### src/rtl/wb_write_buffer_pkg.sv
// Shared datapath constants for the writeback buffer: default widths, depth
// and the hard-wired zero register index.
package wb_write_buffer_pkg;
    localparam int DATA_W_DEF = 32;
    localparam int ADDR_W_DEF = 5;
    localparam int DEPTH_DEF  = 4;
    localparam int ZERO_REG   = 0;
endpackage

### src/rtl/wb_fwd_match.sv
// Youngest-match search over the pending writes, used to forward buffered
// data to the decode stage before it reaches the register file.
module wb_fwd_match
    import wb_write_buffer_pkg::*;
#(
    parameter int DATA_W = DATA_W_DEF,
    parameter int ADDR_W = ADDR_W_DEF,
    parameter int DEPTH  = DEPTH_DEF
) (
    input  logic [DEPTH-1:0]                    valid_i,
    input  logic [DEPTH-1:0][ADDR_W-1:0]        sel_i,
    input  logic [DEPTH-1:0][DATA_W-1:0]        data_i,
    input  logic [$clog2(DEPTH)-1:0]            head_i,
    input  logic [ADDR_W-1:0]                   fwd_sel_i,
    output logic                                hit_o,
    output logic [DATA_W-1:0]                   data_o
);
    localparam int PTR_W = $clog2(DEPTH);

    logic [DEPTH-1:0]             match;
    logic [DEPTH-1:0][DATA_W-1:0] rot_data;

    // Rotate so that position 0 is the oldest entry and DEPTH-1 the youngest.
    generate
        for (genvar gi = 0; gi < DEPTH; gi++) begin : g_rot
            logic [PTR_W-1:0] rot_idx;
            assign rot_idx      = head_i + PTR_W'(gi);
            assign match[gi]    = valid_i[rot_idx] && (sel_i[rot_idx] == fwd_sel_i);
            assign rot_data[gi] = data_i[rot_idx];
        end
    endgenerate

    always_comb begin
        hit_o  = 1'b0;
        data_o = '0;
        if (fwd_sel_i != ADDR_W'(ZERO_REG)) begin
            for (int i = 0; i < DEPTH; i++) begin
                if (match[i]) begin
                    hit_o  = 1'b1;
                    data_o = rot_data[i];
                end
            end
        end
    end
endmodule

### src/rtl/wb_write_buffer.sv
// Writeback buffer: queues register-file writes in FIFO order, drains one per
// cycle when the write port is free, and forwards pending data to decode.
module wb_write_buffer
    import wb_write_buffer_pkg::*;
#(
    parameter int DATA_W = DATA_W_DEF,
    parameter int ADDR_W = ADDR_W_DEF,
    parameter int DEPTH  = DEPTH_DEF
) (
    input  logic                       clk,
    input  logic                       reset,
    input  logic                       in_valid,
    output logic                       in_ready,
    input  logic [ADDR_W-1:0]          in_sel,
    input  logic [DATA_W-1:0]          in_data,
    input  logic                       rf_stall,
    output logic                       rf_write_enable,
    output logic [ADDR_W-1:0]          rf_write_select,
    output logic [DATA_W-1:0]          rf_write_data,
    input  logic [ADDR_W-1:0]          fwd_sel,
    output logic                       fwd_hit,
    output logic [DATA_W-1:0]          fwd_data,
    output logic [$clog2(DEPTH):0]     count
);
    localparam int PTR_W = $clog2(DEPTH);
    localparam int CNT_W = PTR_W + 1;

    logic [DEPTH-1:0][ADDR_W-1:0] sel_q;
    logic [DEPTH-1:0][DATA_W-1:0] data_q;
    logic [DEPTH-1:0]             valid_q, valid_d;
    logic [PTR_W-1:0]             head_q, head_d;
    logic [PTR_W-1:0]             tail_q, tail_d;
    logic [CNT_W-1:0]             count_q, count_d;
    logic                         empty, full, push, pop;

    assign empty = (count_q == '0);
    assign full  = (count_q == CNT_W'(DEPTH));

    // Readiness ignores a same-cycle pop: no pass-through when full.
    assign in_ready        = !full;
    assign rf_write_enable = !empty && !rf_stall;
    assign rf_write_select = empty ? '0 : sel_q[head_q];
    assign rf_write_data   = empty ? '0 : data_q[head_q];
    assign count           = count_q;

    assign push = in_valid && in_ready && (in_sel != ADDR_W'(ZERO_REG));
    assign pop  = rf_write_enable;

    always_comb begin
        valid_d = valid_q;
        head_d  = head_q;
        tail_d  = tail_q;
        count_d = count_q;
        if (pop) begin
            valid_d[head_q] = 1'b0;
            head_d          = head_q + PTR_W'(1);
        end
        if (push) begin
            valid_d[tail_q] = 1'b1;
            tail_d          = tail_q + PTR_W'(1);
        end
        case ({push, pop})
            2'b10:   count_d = count_q + CNT_W'(1);
            2'b01:   count_d = count_q - CNT_W'(1);
            default: count_d = count_q;
        endcase
    end

    always_ff @(posedge clk or posedge reset) begin
        if (reset) begin
            valid_q <= '0;
            head_q  <= '0;
            tail_q  <= '0;
            count_q <= '0;
        end else begin
            valid_q <= valid_d;
            head_q  <= head_d;
            tail_q  <= tail_d;
            count_q <= count_d;
        end
    end

    // Payload storage needs no reset; every use is qualified by count or valid.
    always_ff @(posedge clk) begin
        if (push) begin
            sel_q[tail_q]  <= in_sel;
            data_q[tail_q] <= in_data;
        end
    end

    wb_fwd_match #(
        .DATA_W (DATA_W),
        .ADDR_W (ADDR_W),
        .DEPTH  (DEPTH)
    ) u_fwd_match (
        .valid_i   (valid_q),
        .sel_i     (sel_q),
        .data_i    (data_q),
        .head_i    (head_q),
        .fwd_sel_i (fwd_sel),
        .hit_o     (fwd_hit),
        .data_o    (fwd_data)
    );
endmodule

### config.mk
export PLATFORM = sky130hd
export DESIGN_NAME = wb_write_buffer
export DESIGN_NICKNAME = d
export VERILOG_FILES = /design/src/rtl/wb_write_buffer_pkg.sv /design/src/rtl/wb_fwd_match.sv /design/src/rtl/wb_write_buffer.sv
export SDC_FILE = /design/constraint.sdc
export NUM_CORES = 1
export LEC_CHECK = 0
export ABC_AREA = 1
export CORE_MARGIN = 2
export CORE_UTILIZATION = 40
export CTS_CLUSTER_DIAMETER = 30
export DETAILED_ROUTE_END_ITERATION = 8
export GPL_ROUTABILITY_DRIVEN = 1
export MAX_ROUTING_LAYER = met4
export PLACE_DENSITY = 0.6
export SLEW_MARGIN = 40
export SYNTH_ARGS = -nofsm -noshare
export SYNTH_HDL_FRONTEND = slang
export SYNTH_SLANG_ARGS = --single-unit
### constraint.sdc
create_clock -name clk -period 4.2 [get_ports clk]
set_input_delay 1.26 -clock clk [delete_from_list [all_inputs] [get_ports clk]]
set_output_delay 1.26 -clock clk [all_outputs]
set_load 0.05 [all_outputs]
==> metrics, run 1 <==
Die H=166 µm; Place WS=-0.293 ns; WHS=0.528 ns; Synth Cell Area=0.0104 mm²; first-pass GRT wire length=53,600 µm; Routed Antenna Nets=0; Final setup viols=2; Placed Cells=1,895; Cell Chain, Critical Path=inv_8, ha_4, clkinv_8, nand3_1, nand2_2, nand2_2, nand2_2, nor2_4, nand3_4, buf_12, buf_12, o21ai_2, nand2_2, a21oi_4, buf_12; via count=10,500; Slew Viols, Final=0; Worst Hold Class=flop to flop; DR pass1 iterations=6; CP bufs+invs=5; Fill cells=2,299; critical path data arrival time=2.96 ns; H-tree depth=4; Worst-Skew Late Latency=0.44 ns; highest clock rate=237 MHz; critical path type=flop to output port; Post-Syn Instances=1,485; post-layout minimum cycle time=4.22 ns; Critical Path Max Stage Delay=0.47 ns; ratio of final minimum period to clock period=100%; Critical Path Start Type=flop; Final HPWL DP=20,000 µm; drt first-iter violations=1,013; hold buffer count at cts=0; initial core utilization=40.4%; final wirelength=35,400 µm; vias per cell=5.35; area occupied by multi-input gates=0.00544 mm²; Relative slew margins=50.1%; RSZ-0062 raised after global routing=true; syn nets=1,541; Nets=1,669; leading area contributor after synthesis=edfxtp_1; Worst setup EP type=output port; clk sinks=159; clk_skew=0.0168 ns; vias in the first global route=10,000; fraction of layout cells with a size suffix above 1=18.9%; Port Buf Inserts=120; root buffer cell=clkbuf_16; crit-path leading delay family=simple AND/OR/NAND/NOR gates; Slew @ Worst Pin=0.744 ns; violated checks=setup timing; DRC violations left=0; Final Hold Viols=0; total core area=0.0258 mm²; largest net degree at the start of global routing=141; Final Non-Filler Cells=1,962; CP max-delay cell=dfrtp_4; most frequent cells in the layout=nand2_1, o21ai_0, edfxtp_1; full die area=0.0274 mm²; Synth top area share=42.5%; status=complete, but fails checks; Max Cap Viol=0; commonest non-fill, non-tap cell in the layout=nand2_1; Synth Area per Inst=7.04 µm²; most frequent CP cell=nand2_2; Die W=166 µm; # IOs=121; Setup WS post-layout=-0.0160 ns; Worst EP required=2.94 ns; cell row count=59; WL per Instance=18.1 µm; YS warnings=0; GRT Total Usage=25.5%; design area=0.0149 mm²; Area growth, synth to finish=42.1%; CTS Buf Count=17; synth top area cells=edfxtp_1, nand2_1, o21ai_0, nor2_1, inv_1; register bit total from synthesis=159; post-synthesis sequential area ratio=45.2%; remaining global-route overflow=0; Seq. cell area=0.00472 mm²; CTS tree=done; placed cell area=0.0132 mm²; clock slew at reported path FFs=0.06 ns; Netlist cell types=30; clk buf depth=2; initial antenna violation count=1; gpl congestion=0.886; CP Max Fanout=14
==> kinds of logic (layout without fill, tap and decap cells) <==
logic type | count (synthesis) | count (layout) | share of synthesized area (%)
AO/OA/AOI/OAI | 299 | 299 | 14.5
XOR/XNOR | 4 | 4 | 0.335
adder cells (fa/ha/maj) | 10 | 10 | 1.27
buffers and inverters | 228 | 369 | 8.85
flip-flops | 159 | 159 | 45.2
other | 0 | 1 | 0
AND/OR/NAND/NOR | 785 | 785 | 29.9
==> area by class of cell <==
| cell class | count | area share (%) |
|---|---|---|
| Timing Repair Buffer | 206 | 21.2 |
| Tap cell | 335 | 2.82 |
| Clock buffer | 19 | 2.92 |
| Clock inverter | 13 | 1.11 |
| Sequential cell | 159 | 31.8 |
| Antenna cell | 1 | 0.0169 |
| Inverter | 131 | 3.51 |
| Multi-Input combinational cell | 1098 | 36.6 |
==> repair_timing <==
action | in CTS | in global routing
setup endpoints to repair | 33 | 33
buffers inserted | 12 | 8
gates resized for setup | 61 | 61
gates cloned | 8 | 8
pin swaps | 18 | 22
==> cell usage after synthesis <==
master      n
nor2_1    134
o311ai_0    1
inv_2       4
o21ai_1    22
a21oi_2     1
buf_2      25
nor2_2      4
fa_1        1
edfxtp_1  148
nand4_1    24
clkbuf_1   53
nor3_1      3
and2_1      1
nand3_1    68
a21boi_1    1
o211a_1     1
dfrtp_1    11
nand2_1   547
or3_1       1
nand2_2     1
buf_6       1
a21oi_1    20
nand3_2     2
inv_1     127
ha_1        9
o21ai_0   253
xnor2_1     2
buf_4       8
buf_1      10
xor2_1      2
==> layer usage <==
layer	share of wire, %	vias up	track usage [%]	wire, µm
met3	7.2	60	3.73	2540
met5	0	-	-	0
met4	2.3	0	9.64	826
met1	42	4892	32.3	14900
li1	-	5106	-	-
met2	48	440	41.3	17100
==> worst paths after layout <==
| check | start | endpoint | slack [ns] | depth (start not counted) |
|---|---|---|---|---|
| max | head_q[0] | fwd_data[1] | -0.02 | 15 |
| max in group asynchronous | reset | head_q[0] | 2.71 | 2 |
| min | valid_q[0] | valid_q[0] | 0.53 | 2 |
| min in group asynchronous | reset | count[0] | 1.13 | 2 |
| max reg2reg | count[0] | count[1] | 1.65 | 8 |
| min reg2reg | valid_q[0] | valid_q[0] | 0.53 | 2 |
==> per-stage QoR <==
step                TNS (ns)  util, %
global placement       -8.33     51.1
global route           -3.15     57.5
finish               -0.0206     57.5
floorplan                  0        -
detailed placement     -8.00     51.2
CTS                        0     55.6
==> registers in the layout (all words and copies together) (netlist names) <==
signal and flops:
sel_q 20, tail_q 2, data_q 128, count 3
valid_q 4, head_q 2
==> worst reg2reg max path, cell delays in order (launching register included) <==
cell and delay, ns:
dfrtp_1 0.43, nor3_2 0.65, buf_12 0.27, nor2_1 0.12
buf_4 0.19, ha_1 0.18, inv_1 0.10, fa_1 0.42
o21ai_0 0.14
Power of run 1 is not shown: default switching activity piles up to over one toggle a cycle in this logic, so the estimate is an artifact.
==> inputs of run 2 (changes only) <==
CORE_MARGIN = 4   (was 2)
HOLD_SLACK_MARGIN = 0.08   (was unset)
==> metrics, run 2 (synthesis gave the netlist of run 1 again) <==
status=finished, final reports clean; post-layout minimum cycle time=4.13 ns (-0.0814 ns); Worst-Skew Late Latency=0.43 ns (about the same); Worst Setup EP=fwd_data[29]; Final Hold Viols=0 (unchanged); hold buffer count at cts=0 (unchanged); root buffer cell=clkbuf_16; RSZ-0062 raised after global routing=true; CP bufs+invs=6 (+1); DR pass1 iterations=5 (-1); Final Util=56.1% (-1.4 points); Hold Crit Start=valid_q[0]; CTS Buf Count=17 (unchanged); Worst EP required=2.94 ns (about the same); Critical Path Start Type=flop; first-pass GRT wire length=50,200 µm (-6.2%); reg2reg start=count[0]; vias per cell=5.27 (-1.5%); reg-to-reg slack, setup=1.65 ns (about the same); cell row count=58 (-1.7%); layer with the highest usage=met2; GR Layer Usage met1=28.8% (-3.6 points); crit-path leading delay family=buffers and inverters; # IOs=121 (unchanged); Placed Cells=1,894 (-0.053%); remaining global-route overflow=0 (unchanged); critical path data arrival time=2.87 ns (-0.09 ns); Die W=170 µm (+2.4%); H-tree depth=4 (unchanged); clk buf depth=2 (unchanged); Fill cells=2,311 (+0.52%); Worst setup EP type=output port; fraction of layout cells with a size suffix above 1=17.3% (-1.6 points); global-route met2 utilization=37.4% (-3.9 points); commonest non-fill, non-tap cell in the layout=nand2_1; Area growth, synth to finish=36.8%; WHS=0.526 ns (-0.00240 ns); Cell Chain, Critical Path=inv_6, ha_4, buf_8, nand3_2, nand2_1, nand2_1, nand2_2, nor2_4, nand3_4, buf_12, buf_12, buf_12, nand2_1, nand3_1, a21oi_4, buf_12; Routed Antenna Nets=0 (unchanged); Final setup viols=0 (-2); max reg flops=128 (unchanged); clk sinks=159 (unchanged); WL per Instance=16.7 µm (-7.5%); Port Buf Inserts=120 (unchanged); Slew Viols, Final=0 (unchanged); Most flops, register=data_q; highest clock rate=242 MHz (+2.0%); final wirelength=32,400 µm (-8.5%); Nets=1,653 (-0.96%); Critical Path Max Stage Delay=0.50 ns (+0.03 ns); grt met3 use=3.96% (+0.23 points); Worst Hold Class=flop to flop; most frequent cells in the layout=nand2_1, o21ai_0, edfxtp_1; most frequent CP cell=buf_12; Final HPWL DP=20,200 µm (+1.2%); initial core utilization=41.0% (+0.58 points); ratio of final minimum period to clock period=98.4% (-1.9 points); Worst Reg-to-Reg Cells=8 (unchanged); clk_skew=0.0127 ns (-0.00408 ns); Relative slew margins=51.3% (+1.2 points); via count=10,200 (-2.6%); largest net degree at the start of global routing=141 (unchanged); critical path depth in cells=16 (+1); vias in the first global route=9,495 (-5.1%); gpl congestion=0.929 (+4.9%); Die H=170 µm (+2.4%); CP Max Fanout=8 (-6); total core area=0.0255 mm² (-1.4%); critical path startpoint=head_q[0]; Max Cap Viol=0 (unchanged); Final Non-Filler Cells=1,941 (-1.1%); DRC violations left=0 (unchanged); GRT Total Usage=22.7% (-2.7 points); Slew @ Worst Pin=0.726 ns (-0.0179 ns); full die area=0.0288 mm² (+4.9%); drt first-iter violations=829 (-18%); clock slew at reported path FFs=0.07 ns (about the same); initial antenna violation count=1 (unchanged); critical path type=flop to output port; CTS tree=done; Crit Reg-Reg Endpoint=count[1]; CP max-delay cell=dfrtp_4; registers with the most flip-flops=data_q: 128 flops, sel_q: 20 flops, valid_q: 4 flops
## run 2: cell types whose count changed in the layout (fill, tap and decap cells not counted), sizes merged
cell and change:
buf -1, bufbuf -4, bufinv -2, clkbuf -7, clkdlybuf4s15 -3, clkinv -3
clkinvlp -3, inv +7
## run 2: worst register-to-register path, delay by kind of cell (launching register included)
kind	cells	cell delay (ns)
fa+ha+maj	2	0.58
compound gates	1	0.14
flops	1	0.43
buf+inv	3	0.57
simple gates	2	0.76
## run 2: stage by stage
stage | setup TNS (ns) | setup slack [ns] | instance area (µm²)
after global routing | -0.269 | -0.0332 | 14300
after CTS | 0 | 0.000763 | 14100
final | 0 | 0.0655 | 14300
after global placement | -8.33 | -0.311 | 13200
after detailed placement | -9.10 | -0.328 | 13200
after floorplan | 0 | 0.00560 | 10800
## run 2: how the worst min path moves through the flow
stage,depth (start not counted),endpoint
after floorplan,2,valid_q[0]
after global placement,2,valid_q[3]
after detailed placement,2,valid_q[3]
after CTS,2,valid_q[3]
after global routing,1,count[2]
final,2,valid_q[0]
## run 2: layout make-up
type	count	area [µm²]	share of cell area, %
multi-input combinational	1098	5380	37.6
sequential	159	4720	33.0
timing repair buffer	190	2680	18.7
inverter	131	517	3.61
clock buffer	20	457	3.19
tap	330	413	2.89
clock inverter	12	124	0.866
antenna	1	2.50	0.0175
## run 2: layer usage
layer  vias up  share of wire (%)
li1       5081                  -
met1      4800                 44
met3        47                5.7
met2       300                 48
met4         0                2.1
met5         -                  0
## run 2: timing repair
item                       in CTS  in global routing
buffers inserted                7                  3
resized for setup              64                 52
pin swaps                      16                 30
gates cloned                    3                  2
setup endpoints to repair      33                 32
Power of run 2 is left out for the same reason.
